--- src/rtl/weight_pkg.sv ---
// Shared sizes, types and LFSR constants for the weight initialisation path.
// Helper functions give the LFSR step and the weight scaling from a raw LFSR state.
package weight_pkg;

  localparam int NUM_IN      = 30;
  localparam int NUM_HID     = 5;
  localparam int NUM_OUT     = 3;
  localparam int NUM_WEIGHTS = NUM_IN * NUM_HID + NUM_HID * NUM_OUT;
  localparam int WEIGHT_W    = 10;
  localparam int ADDR_W      = 8;
  localparam int MAG_SHIFT   = 2;

  typedef logic signed [WEIGHT_W-1:0] weight_t;
  typedef logic        [ADDR_W-1:0]   addr_t;

  localparam logic [15:0] LFSR_TAPS    = 16'hB400;
  localparam logic [15:0] LFSR_DEFAULT = 16'hACE1;

  function automatic logic [15:0] lfsr_next(input logic [15:0] s);
    return (s >> 1) ^ (s[0] ? LFSR_TAPS : 16'h0000);
  endfunction

  // Low WEIGHT_W bits taken as a signed value, then shrunk to keep initial weights small.
  function automatic weight_t scale_weight(input logic [15:0] s);
    weight_t raw;
    raw = s[WEIGHT_W-1:0];
    return raw >>> MAG_SHIFT;
  endfunction

endpackage

--- src/rtl/weight_init_writer_if.sv ---
// Control handshake plus RAM write-side signals of the weight initialiser.
// slave is the writer itself; master is the controller/RAM side that observes it.
interface weight_init_writer_if;
  import weight_pkg::*;

  logic        start;
  logic [15:0] seed;
  logic        pause;
  weight_t     D;
  addr_t       Address;
  logic        WE;
  logic        busy;
  logic        done;

  modport master (
    output start, seed, pause,
    input  D, Address, WE, busy, done
  );

  modport slave (
    input  start, seed, pause,
    output D, Address, WE, busy, done
  );

endinterface

--- src/rtl/lfsr16.sv ---
// 16-bit Galois LFSR with synchronous active-low reset to the default state.
// load has priority over step; with neither asserted the state holds.
module lfsr16
  import weight_pkg::*;
(
  input  logic        Clock,
  input  logic        Rst,
  input  logic        load,
  input  logic [15:0] load_val,
  input  logic        step,
  output logic [15:0] q
);

  always_ff @(posedge Clock) begin
    if (!Rst) begin
      q <= LFSR_DEFAULT;
    end else if (load) begin
      q <= load_val;
    end else if (step) begin
      q <= lfsr_next(q);
    end
  end

endmodule

--- src/rtl/weight_init_writer.sv ---
// Fills the weight RAM with LFSR-derived signed weights, one address per unpaused cycle,
// then pulses done. All outputs are registered; pause freezes the write sequence.
module weight_init_writer
  import weight_pkg::*;
(
  input  logic                 Clock,
  input  logic                 Rst,
  weight_init_writer_if.slave  bus
);

  localparam logic [1:0] S_IDLE  = 2'd0;
  localparam logic [1:0] S_WRITE = 2'd1;
  localparam logic [1:0] S_DONE  = 2'd2;

  logic [1:0]  state;
  addr_t       cnt;
  logic [15:0] lfsr_q;
  logic [15:0] load_val;
  logic        lfsr_load;
  logic        lfsr_step;

  // An all-zero seed would lock the LFSR, so it is swapped for the default state.
  assign load_val  = (bus.seed == 16'h0000) ? LFSR_DEFAULT : bus.seed;
  assign lfsr_load = (state == S_IDLE) && bus.start;
  assign lfsr_step = (state == S_WRITE) && !bus.pause;

  lfsr16 u_lfsr (
    .Clock    (Clock),
    .Rst      (Rst),
    .load     (lfsr_load),
    .load_val (load_val),
    .step     (lfsr_step),
    .q        (lfsr_q)
  );

  always_ff @(posedge Clock) begin
    if (!Rst) begin
      state       <= S_IDLE;
      cnt         <= '0;
      bus.D       <= '0;
      bus.Address <= '0;
      bus.WE      <= 1'b0;
      bus.busy    <= 1'b0;
      bus.done    <= 1'b0;
    end else begin
      case (state)
        S_IDLE: begin
          bus.WE   <= 1'b0;
          bus.done <= 1'b0;
          if (bus.start) begin
            bus.busy <= 1'b1;
            cnt      <= '0;
            state    <= S_WRITE;
          end
        end
        S_WRITE: begin
          if (bus.pause) begin
            bus.WE <= 1'b0;
          end else begin
            bus.WE      <= 1'b1;
            bus.Address <= cnt;
            bus.D       <= scale_weight(lfsr_q);
            cnt         <= cnt + 1'b1;
            if (cnt == addr_t'(NUM_WEIGHTS - 1)) begin
              state <= S_DONE;
            end
          end
        end
        S_DONE: begin
          bus.WE   <= 1'b0;
          bus.busy <= 1'b0;
          bus.done <= 1'b1;
          state    <= S_IDLE;
        end
        default: begin
          state <= S_IDLE;
        end
      endcase
    end
  end

endmodule

--- src/flat_wrapper.sv ---
// flat-port wrapper written by rule: the top's interface ports become plain ports
module weight_init_writer_flat import weight_pkg::*;
  (Clock, Rst, bus_start, bus_seed, bus_pause, bus_D, bus_Address, bus_WE, bus_busy, bus_done);
  weight_init_writer_if bus_i ();
  input  logic Clock;
  input  logic Rst;
  input wire logic [$bits(bus_i.start)-1:0] bus_start;
  input wire logic [$bits(bus_i.seed)-1:0] bus_seed;
  input wire logic [$bits(bus_i.pause)-1:0] bus_pause;
  output wire logic [$bits(bus_i.D)-1:0] bus_D;
  output wire logic [$bits(bus_i.Address)-1:0] bus_Address;
  output wire logic [$bits(bus_i.WE)-1:0] bus_WE;
  output wire logic [$bits(bus_i.busy)-1:0] bus_busy;
  output wire logic [$bits(bus_i.done)-1:0] bus_done;
  assign bus_i.start = bus_start;
  assign bus_i.seed = bus_seed;
  assign bus_i.pause = bus_pause;
  assign bus_D = bus_i.D;
  assign bus_Address = bus_i.Address;
  assign bus_WE = bus_i.WE;
  assign bus_busy = bus_i.busy;
  assign bus_done = bus_i.done;
  weight_init_writer u_core (.Clock(Clock), .Rst(Rst), .bus(bus_i));
endmodule
--- config.mk ---
export PLATFORM = sky130hd
export DESIGN_NAME = weight_init_writer_flat
export DESIGN_NICKNAME = d
export VERILOG_FILES = /design/src/rtl/weight_pkg.sv /design/src/rtl/weight_init_writer_if.sv /design/src/rtl/lfsr16.sv /design/src/rtl/weight_init_writer.sv /design/src/flat_wrapper.sv
export SDC_FILE = /design/constraint.sdc
export NUM_CORES = 1
export LEC_CHECK = 0
export CORE_MARGIN = 1.5
export CORE_UTILIZATION = 50
export DETAILED_ROUTE_END_ITERATION = 8
export PLACE_DENSITY = 0.78
export SLEW_MARGIN = 20
export SYNTH_ARGS = -nofsm -noshare
export SYNTH_HDL_FRONTEND = slang
export SYNTH_SLANG_ARGS = --single-unit
--- constraint.sdc ---
create_clock -name Clock -period 1.7 [get_ports Clock]
set_input_delay 0.34 -clock Clock [delete_from_list [all_inputs] [get_ports Clock]]
set_output_delay 0.34 -clock Clock [all_outputs]
set_load 0.03 [all_outputs]
==> key figures, run 1 <==
Outcome
  – Status: completed

Setup path
  – CP Capture Type: output pin
  – Slowest stage delay, CP: approximately 700 ps
  – Critical path type: flip-flop to output pin
  – Buf/Inv on CP: 1
  – CP arrival: 1310 ps
  – Kind of start point of the critical path: flip-flop
  – Worst R2R Setup Slack: 180 ps
  – Family with the most delay on the worst path: buffers and inverters
  – Max FO, Critical Path: 2
  – Req. time, crit path: 1360 ps
  – CP Cell Sequence: clkdlybuf4s50_1
  – Slowest CP cell: clkdlybuf4s50_1

Detailed routing
  – Final ANT Viol Nets: 0
  – WL final: around 4200 µm
  – Initial drt markers: around 160
  – DRC: 0
  – Post-DR vias/cell: roughly 5.4
  – Vias: about 1800
  – Routed len/inst: 12.91 µm
  – Drt first pass iters: 4

Clock network
  – Clk buf depth: 2
  – Num CTS Buffers: 5
  – CTS H-tree lvls: 2
  – CTS resizes: 3
  – Post-CTS setup buffer count: 0
  – Post-CTS Hold Buffers: 0
  – Insertion delay to the later sink of the worst-skew pair: approximately 300 ps
  – CTS tree: done
  – Total clock sinks: 45
  – Clock-pin slew on the worst setup and hold paths: 80 ps
  – Clk root buf: clkbuf_8

Timing
  – Final setup fails: 0
  – Slew Viols, Final: 0
  – Final Hold Vio Count: 0
  – Highest clock rate: 0.6046 GHz
  – Relative slew slack: 66.14%
  – Crit share post-route: 97.29%
  – Final Worst Setup Slack: 46.10 ps
  – Final min period: 1654 ps
  – RSZ-0062 raised after global routing: false
  – Fin Hold WS: roughly 440 ps
  – Worst Skew: 5.744 ps
  – Worst Tran Pin Value: slightly below 500 ps

Power
  – Internal power: roughly 1700 µW
  – Psw: 536.7 µW
  – Clock group share of total power: 34.7%
  – Max rail drop VDD: about 0.6 mV
  – P_leak: 0.0009898 µW
  – Pwr Density: 860.3 nW/µm²
  – Comb power frac: between 10% and 20%
  – Fraction of power spent switching nets: approximately 24%
  – Flop pwr share: 51.3%
  – Total Power: about 2200 µW

Final layout
  – FF+latch area: 902.1 µm²
  – Final-layout fill cell count: ~290
  – Area occupied by multi-input gates: 945.9 µm²
  – Diode count: 0
  – Nets: 301
  – Layout cells sized above 1: 12.19%
  – Area Overhead vs Synth: 32.14%

Yosys
  – Ys async rst share: 0%
  – Top cells by area, synth: dfxtp_1 46%, nand2_1 11%, a21boi_0 6.5%
  – Yosys warning total: 0
  – Mapped Nets: 253
  – Yosys top cell by area: dfxtp_1
  – Synth top area share: 46.01%
  – Post-synth EDFFs: 0
  – Yosys reg bits: 45
  – Avg Inst Size Synth: 8.477 µm²
  – Mapped Area: 1958 µm²
  – Cells after synthesis: 231
  – Post-synthesis sequential area ratio: 46.01%
  – Netlist cell types: 44
  – Leading register cell type out of synthesis: dfxtp_1

Die
  – Die height: 65.58 µm
  – Ports: 41
  – Core area: 3716 µm²
  – Rows: 22
  – Initial Util: 52.69%
  – Die X-Extent: 65.58 µm
  – Die Area: ~4300 µm²

Worst hold path
  – Hold Crit Class: flip-flop to flip-flop

Global routing
  – Overflow left after global routing: 0
  – First-pass GRT wire length: 7376 µm
  – Number of global-route vias before repair: between 1500 and 2000
  – Largest net degree at the start of global routing: 21
  – Tot GR Track Use: around 22%
  – Initial antenna violation count: 0

Placement
  – DP HPWL: approximately 3100 µm
  – Pre-CTS setup slack: -257.3 ps
  – Number of port buffers: 40
  – RD Place Congestion: 0.8738

Flow run
  – Max_cap viols: 0
-- cells by family after synthesis --
group	after synthesis	share of synthesized area (%)
AO/OA/AOI/OAI	56	19.04
XOR/XNOR	5	2.236
multiplexers	1	0.5112
adder cells (fa/ha/maj)	2	1.278
flip-flops	45	46.01
buffers and inverters	26	6.070
AND/OR/NAND/NOR	96	24.86
-- registers in the layout, indices dropped and copies added (netlist names) --
| register | flops |
|---|---|
| u_core.bus.D | 8 |
| u_core.bus.done | 1 |
| u_core.cnt | 8 |
| u_core.u_lfsr.q | 16 |
| u_core.bus.Address | 8 |
| u_core.state | 2 |
| u_core.bus.WE | 1 |
| u_core.bus.busy | 1 |
-- per-layer routing --
| metal | track usage, % | wire, µm | share of wire (%) | vias to the layer above |
|---|---|---|---|---|
| met5 | 0 | 0 | 0 | - |
| li1 | - | - | - | 898 |
| met4 | 7.813 | 61 | 1.4 | 0 |
| met1 | 29.02 | 1910 | 45 | 801 |
| met3 | 5.822 | 274 | 6.5 | 7 |
| met2 | 36.10 | 1977 | 47 | 59 |
-- placed cells by master, fill, tap and decap left out, types with 3 or more instances in the layout --
cell              n
a21boi_0         17
nor2_1            4
a31oi_1           5
dfxtp_1          44
a21oi_1           7
o21ai_0          14
dlygate4sd2_1     3
nor4_1            5
clkdlybuf4s50_1  36
o31ai_1           3
o2111ai_1         3
xnor2_1           4
inv_1             7
buf_4            20
nand4_1           6
nand3_1           4
nand2_1          58
clkbuf_8          5
-- stage by stage --
| stage | TNS, ps | instances | instance area (µm²) | util (%) |
|---|---|---|---|---|
| after floorplan | 0 | 231 | 1958 | - |
| after global placement | -5523 | 320 | 2481 | 66.77 |
| after detailed placement | -6481 | 320 | 2481 | 66.77 |
| after CTS | 0 | 327 | 2581 | 69.46 |
| after global routing | 0 | 327 | 2587 | 69.63 |
| final | 0 | 327 | 2587 | 69.63 |
-- area by class of cell --
| cell class | count | share of cell area [%] |
|---|---|---|
| clock buffer | 5 | 2.660 |
| clock inverter | 2 | 1.354 |
| inverter | 7 | 1.015 |
| multi-input combinational | 160 | 36.56 |
| sequential | 45 | 34.86 |
| tap | 48 | 2.321 |
| timing repair buffer | 60 | 21.23 |
-- final timing paths --
check | startpoint | endpoint | depth (start not counted)
worst max-delay path | u_core.bus.D[1] | bus_D[1] | 1
worst min-delay path | u_core.bus.busy | u_core.bus.busy | 2
worst max register to register | u_core.state[0] | u_core.cnt[7] | 4
worst min register to register | u_core.bus.busy | u_core.bus.busy | 2
-- synthesized netlist by cell type, drive strengths merged (2+ instances only) --
| cell | n |
|---|---|
| a31oi | 5 |
| or4 | 3 |
| nor3b | 2 |
| a21oi | 7 |
| nor2 | 4 |
| nand3 | 4 |
| nand2 | 58 |
| a21boi | 17 |
| nor4 | 5 |
| buf | 10 |
| clkbuf | 9 |
| o211a | 2 |
| o31ai | 3 |
| inv | 7 |
| nor2b | 2 |
| o21ai | 14 |
| ha | 2 |
| or3b | 2 |
| nand2b | 3 |
| xnor2 | 4 |
| dfxtp | 45 |
| o2111ai | 3 |
| nand4 | 6 |
-- power groups by stage --
stage | Clock, µW | Sequential (µW) | Combinational, µW
2_1_floorplan | 0 | 1170 | 164
3_3_place_gp | 0 | 1160 | 303
3_5_place_dp | 0 | 1160 | 309
4_1_cts | 781 | 1140 | 311
5_1_grt | 826 | 1150 | 346
6_report | 773 | 1140 | 311
Note: power is estimated with default switching activity, not from simulation.
==> inputs of run 2 (changes only) <==
--- a/config.mk
+++ b/config.mk
@@ -9,6 +9,7 @@
 export CORE_UTILIZATION = 50
 export DETAILED_ROUTE_END_ITERATION = 8
 export PLACE_DENSITY = 0.78
+export SETUP_SLACK_MARGIN = 0.4
 export SLEW_MARGIN = 20
 export SYNTH_ARGS = -nofsm -noshare
 export SYNTH_HDL_FRONTEND = slang
==> run 2 against run 1 <==
Compared with the run above: clock skew up 2.6 ps; via count up 13%; die area unchanged; setup slack better by 140 ps; largest cell class unchanged; combinational power up 32%; critical path type is now flip-flop to flip-flop; first-iteration DRC count up 31%; largest power group unchanged; worst hold slack worse by 70 ps; sequential share of layout area down 3.2 points; non-clock buffer count up 15; fmax up 9.1%; flip-flop and latch count unchanged.
==> key figures, run 2 (synthesis gave the netlist of run 1 again) <==
Setup path
  – Slowest CP cell: or4_4
  – Max FO, Critical Path: 5 (+3)
  – CP Capture Type: flip-flop
  – Cells on worst reg2reg path: 4 (unchanged)
  – Worst R2R Setup Slack: 180 ps (about the same)
  – Slowest stage delay, CP: 520 ps (-160 ps)
  – Buf/Inv on CP: 0 (-1)
  – Kind of start point of the critical path: flip-flop
  – Req. time, crit path: 1930 ps (+570 ps)
  – WP depth: 4 (+3)
  – CP Cell Sequence: nand2b_4 > a21o_4 > or4_4 > mux2i_1
  – CP arrival: 1750 ps (+440 ps)
  – Family with the most delay on the worst path: simple AND/OR/NAND/NOR gates
  – Critical path type: flip-flop to flip-flop

Die
  – Core area: 3716 µm² (unchanged)
  – Ports: 41 (unchanged)
  – Initial Util: 52.69% (unchanged)
  – Die X-Extent: 65.58 µm (unchanged)
  – Rows: 22 (unchanged)
  – Die Area: 4301 µm² (unchanged)
  – Die height: 65.58 µm (unchanged)

Placement
  – DP HPWL: 3088 µm (-1.6%)
  – RD Place Congestion: 0.8859 (+1.4%)
  – Placed cells: 321 (+0.31%)
  – Number of port buffers: 40 (unchanged)

Clock network
  – Insertion delay to the later sink of the worst-skew pair: 310 ps (about the same)
  – Clock-pin slew on the worst setup and hold paths: 90 ps (about the same)
  – Post-CTS Hold Buffers: 0 (unchanged)
  – Num CTS Buffers: 5 (unchanged)
  – Clk root buf: clkbuf_8
  – Total clock sinks: 45 (unchanged)
  – CTS tree: done
  – Clk buf depth: 2 (unchanged)
  – CTS H-tree lvls: 2 (unchanged)

Timing
  – Worst Tran Pin Value: 288.6 ps (-206.4 ps)
  – Final setup fails: 0 (unchanged)
  – Worst Skew: 8.330 ps (+2.586 ps)
  – Highest clock rate: 0.6599 GHz (+9.1%)
  – Relative slew slack: 80.60% (+14 points)
  – Crit share post-route: 89.14% (-8.1 points)
  – Slew Viols, Final: 0 (unchanged)
  – RSZ-0062 raised after global routing: true
  – Final Hold Vio Count: 0 (unchanged)
  – Final min period: 1515 ps (-138.5 ps)

Worst hold path
  – WHS Path Cells: 3 (+1)
  – Hold Crit Class: primary input to flip-flop

Final layout
  – Core Util, Final: 77.37% (+7.7 points)
  – Register bank with the most flops: u_core.u_lfsr.q
  – Nets: 317 (+5.3%)
  – Max reg flops: 16 (unchanged)
  – Commonest non-fill, non-tap cell in the layout: nand2_1
  – Most frequent cells in the layout: 57 x nand2_1, 41 x dfxtp_1, 22 x buf_4
  – Final-layout fill cell count: 247 (-16%)
  – Area Overhead vs Synth: 46.84%
  – Diode count: 0 (unchanged)
  – Fin cells: 344 (+5.2%)
  – Layout cells sized above 1: 32.43% (+20 points)

Detailed routing
  – DRC: 0 (unchanged)
  – Routed len/inst: 16.38 µm (+27%)
  – WL final: 5635 µm (+33%)
  – Final ANT Viol Nets: 0 (unchanged)
  – Post-DR vias/cell: 5.782 (+7.1%)
  – Drt first pass iters: 4 (unchanged)
  – Vias: 1989 (+13%)
  – Initial drt markers: 204 (+31%)

Flow run
  – Max_cap viols: 0 (unchanged)

Power
  – P_leak: 0.001202 µW (+21%)
  – Pwr Density: 783.7 nW/µm² (-8.9%)
  – Max rail drop VDD: 0.5570 mV (-4.8%)

Global routing
  – Number of global-route vias before repair: 1650 (+1.4%)
  – First-pass GRT wire length: 7810 µm (+5.9%)
  – Initial antenna violation count: 0 (unchanged)
  – Tot GR Track Use: 23.95% (+1.6 points)
  – Overflow left after global routing: 0 (unchanged)
  – Largest net degree at the start of global routing: 21 (unchanged)

Outcome
  – Status: completed
run 2: changes by cell type in the layout (fill, tap and decap cells not counted), moves of 5 or more:
| cell | previous run | this run |
|---|---|---|
| buf_6 | 0 | 7 |
| dlymetal6s2s_1 | 1 | 8 |
| buf_2 | 0 | 17 |
| o21ai_0 | 14 | 5 |
| clkdlybuf4s50_1 | 36 | 2 |
| o21ai_1 | 0 | 7 |
| dlygate4sd2_1 | 3 | 9 |
| nor4_1 | 5 | 0 |
run 2: worst paths after layout:
check                                startpoint             endpoint
worst max-delay path            u_core.state[0]        u_core.cnt[7]
worst min-delay path               bus_seed[10]  u_core.u_lfsr.q[10]
worst max register to register  u_core.state[0]        u_core.cnt[7]
worst min register to register  u_core.bus.D[5]      u_core.bus.D[5]
run 2: timing repair:
item	in CTS	in global routing
gates cloned	0	4
pin swaps	8	12
setup buffers	4	7
gates resized for setup	92	76
setup endpoints to repair	63	55
run 2: area by class of cell:
type                       count  area (µm²)  area share, %
multi-input combinational    161        1096          38.12
inverter                       7       26.28         0.9138
tap                           48       60.06          2.089
clock buffer                   5       68.82          2.393
clock inverter                 3       25.02         0.8703
sequential                    45       910.9          31.68
timing repair buffer          75       688.2          23.93
run 2: routing by layer:
metal  up-vias  share of wire [%]  global-route usage, %
met2        96                 48                  38.01
li1        938                  -                      -
met1       937                 41                  31.47
met5         -                  0                      0
met4         0                3.2                  8.073
met3        18                7.6                  6.507
run 2: power by group:
group          leakage [µW]  internal [µW]  switching (µW)
registers          0.000370           1100            34.5
clock network     0.0000447            297             406
logic              0.000787            203             209
total               0.00120           1600             650
run 2: worst register-to-register path, delay by kind of cell, from the launching register on:
| kind | cells | cell delay [ps] |
|---|---|---|
| multiplexers | 1 | 180 |
| AO/OA/AOI/OAI | 1 | 230 |
| flip-flops | 1 | 370 |
| AND/OR/NAND/NOR | 2 | 660 |
run 2: stage by stage:
step / total power, µW / setup TNS, ps / worst slack (ps) / cell area [µm²] / hold WS (ps)
floorplan: 1351 / 0 / 267.9 / 1999 / 430.8
global placement: 1478 / -4602 / -210.9 / 2505 / 442.0
detailed placement: 1485 / -5049 / -224.6 / 2505 / 441.3
CTS: 2177 / 0 / 230.0 / 2690 / 451.3
global route: 2339 / 0 / 162.5 / 2875 / 375.2
finish: 2253 / 0 / 184.6 / 2875 / 373.5
==> inputs of run 3 (changes only) <==
--- a/config.mk
+++ b/config.mk
@@ -8,6 +8,7 @@
 export CORE_MARGIN = 1.5
 export CORE_UTILIZATION = 50
 export DETAILED_ROUTE_END_ITERATION = 8
+export GPL_TIMING_DRIVEN = 0
 export PLACE_DENSITY = 0.78
 export SETUP_SLACK_MARGIN = 0.4
 export SLEW_MARGIN = 20
==> run 3 against run 2 <==
Compared with the run above: via count is 1.2% lower; sequential share of layout area is 0.83 points lower; largest cell class unchanged; final cell count is 0.87% lower; setup slack worse by 3.2 ps; design area is 2.1% higher.
==> key figures, run 3 (synthesis gave the netlist of run 1 again) <==
Global routing
  – First-pass GRT wire length: 8107 µm (+3.8%)
  – Tot GR Track Use: 25.05% (+1.1 points)
  – Number of global-route vias before repair: 1680 (+1.8%)
  – Initial antenna violation count: 0 (unchanged)
  – Overflow left after global routing: 0 (unchanged)
  – Largest net degree at the start of global routing: 15 (-29%)

Setup path
  – CP Cell Sequence: dlygate4sd2_1 > nand2b_4 > a21o_4 > or4_4 > mux2i_1
  – R2r startpoint: u_core.state[0]
  – Crit. Startpoint: bus_pause
  – Slowest stage delay, CP: 520 ps (about the same)
  – Req. time, crit path: 1900 ps (-30 ps)
  – Slowest CP cell: or4_4
  – Kind of start point of the critical path: primary input
  – CP Capture Type: flip-flop
  – Max FO, Critical Path: 6 (+1)
  – Critical path type: primary input to flip-flop
  – CP arrival: 1710 ps (-40 ps)

Timing
  – Final min period: 1519 ps (+3.152 ps)
  – Crit share post-route: 89.32% (+0.19 points)
  – RSZ-0062 raised after global routing: true
  – Final Hold Vio Count: 0 (unchanged)
  – Slew Viols, Final: 0 (unchanged)
  – Final setup fails: 0 (unchanged)
  – Worst Tran Pin Value: 455.5 ps (+166.9 ps)
  – Fin Hold WS: 361.2 ps (-12.32 ps)
  – Highest clock rate: 0.6585 GHz (-0.21%)
  – Relative slew slack: 69.56% (-11 points)
  – Worst Skew: 6.782 ps (-1.548 ps)

Placement
  – DP HPWL: 3183 µm (+3.1%)
  – Dpl cell area: 2460 µm² (-1.8%)
  – Number of port buffers: 40 (unchanged)
  – RD Place Congestion: 0.8774 (-0.96%)

Clock network
  – Total clock sinks: 45 (unchanged)
  – Clk buf depth: 2 (unchanged)
  – Clk root buf: clkbuf_8
  – Insertion delay to the later sink of the worst-skew pair: 300 ps (about the same)
  – CTS H-tree lvls: 2 (unchanged)
  – Num CTS Buffers: 5 (unchanged)
  – CTS tree: done
  – Post-CTS Hold Buffers: 0 (unchanged)
  – Clock-pin slew on the worst setup and hold paths: 90 ps (about the same)

Detailed routing
  – DRC: 0 (unchanged)
  – Final ANT Viol Nets: 0 (unchanged)
  – Routed len/inst: 17.17 µm (+4.8%)
  – Initial drt markers: 190 (-6.9%)
  – Post-DR vias/cell: 5.765 (-0.29%)
  – WL final: 5856 µm (+3.9%)
  – Drt first pass iters: 4 (unchanged)
  – Vias: 1966 (-1.2%)

Die
  – Die Area: 4301 µm² (unchanged)
  – Die X-Extent: 65.58 µm (unchanged)
  – Rows: 22 (unchanged)
  – Core area: 3716 µm² (unchanged)
  – Initial Util: 52.69% (unchanged)
  – Ports: 41 (unchanged)
  – Die height: 65.58 µm (unchanged)

Final layout
  – Commonest non-fill, non-tap cell in the layout: dfxtp_1
  – Nets: 314 (-0.95%)
  – Area Overhead vs Synth: 49.97%
  – Diode count: 0 (unchanged)
  – Max reg flops: 16 (unchanged)
  – Register bank with the most flops: u_core.u_lfsr.q
  – Cell area after layout: 2937 µm² (+2.1%)
  – Layout cells sized above 1: 40.96% (+8.5 points)
  – Most frequent cells in the layout: 41 x dfxtp_1, 33 x nand2_1, 18 x nand2_2

Power
  – P_leak: 0.001195 µW (-0.63%)
  – Max rail drop VDD: 0.6965 mV (+25%)
  – Pwr Density: 771.4 nW/µm² (-1.6%)
  – Total Power: 2265 µW (+0.52%)

Worst hold path
  – Min-Delay Startpoint: bus_seed[10]
  – Hold Crit Class: primary input to flip-flop

Outcome
  – Status: completed

Flow run
  – Max_cap viols: 0 (unchanged)
run 3: changes by cell type in the layout (fill, tap and decap cells not counted), sizes merged, moves of 4 or more:
cell | previous run | this run
buf | 48 | 40
clkbuf | 9 | 15
dlygate4sd2 | 9 | 14
dlymetal6s2s | 8 | 4
run 3: layout make-up:
type	instances	area, µm²
Buffer	19	188.9
Clock buffer	6	72.57
Clock inverter	2	15.01
Fill cell	240	779.5
Inverter	7	26.28
Multi-Input combinational cell	160	1161
Sequential cell	45	905.9
Tap cell	48	60.06
Timing Repair Buffer	54	506.7
run 3: worst paths after layout:
| path | to | slack (ps) | depth (start not counted) |
|---|---|---|---|
| worst max-delay path | u_core.cnt[7] | 180 | 5 |
| worst min-delay path | u_core.u_lfsr.q[10] | 360 | 3 |
| worst max register to register | u_core.cnt[7] | 210 | 4 |
| worst min register to register | u_core.bus.busy | 440 | 2 |
run 3: routing by layer:
metal	GRT usage [%]	share of wire, %	vias up
li1	-	-	926
met1	33.30	41	937
met2	41.20	49	91
met3	3.767	7.7	12
met4	9.115	1.6	0
met5	0	0	-
run 3: repair_timing:
item | CTS | global route
cloned | 4 | 1
setup endpoints to repair | 62 | 59
setup buffers | 5 | 4
endpoints found under the hold margin | 0 | 0
pin swaps | 46 | 16
gates resized for setup | 156 | 77
run 3: power by group:
group / internal (µW) / switching, µW / leakage, µW
sequential: 1110 / 36.9 / 0.000370
combinational: 226 / 233 / 0.000788
clock: 290 / 374 / 0.0000374
run 3: critical path, delay by kind of cell:
kind                   cells  cell delay (ps)
AOI/OAI and AO/OA          1              230
buffers and inverters      1              320
muxes                      1              130
and+or+nand+nor            2              710
run 3: stage by stage:
step / util, % / setup WS [ps] / TNS (ps) / std cells
4_1_cts: 76.40 / 213.4 / 0 / 336
5_1_grt: 79.02 / 186.4 / 0 / 341
3_5_place_dp: 66.20 / -342.5 / -5423 / 319
2_1_floorplan: - / 267.9 / 0 / 231
3_3_place_gp: 66.20 / -345.5 / -4964 / 319
6_report: 79.02 / 181.5 / 0 / 341
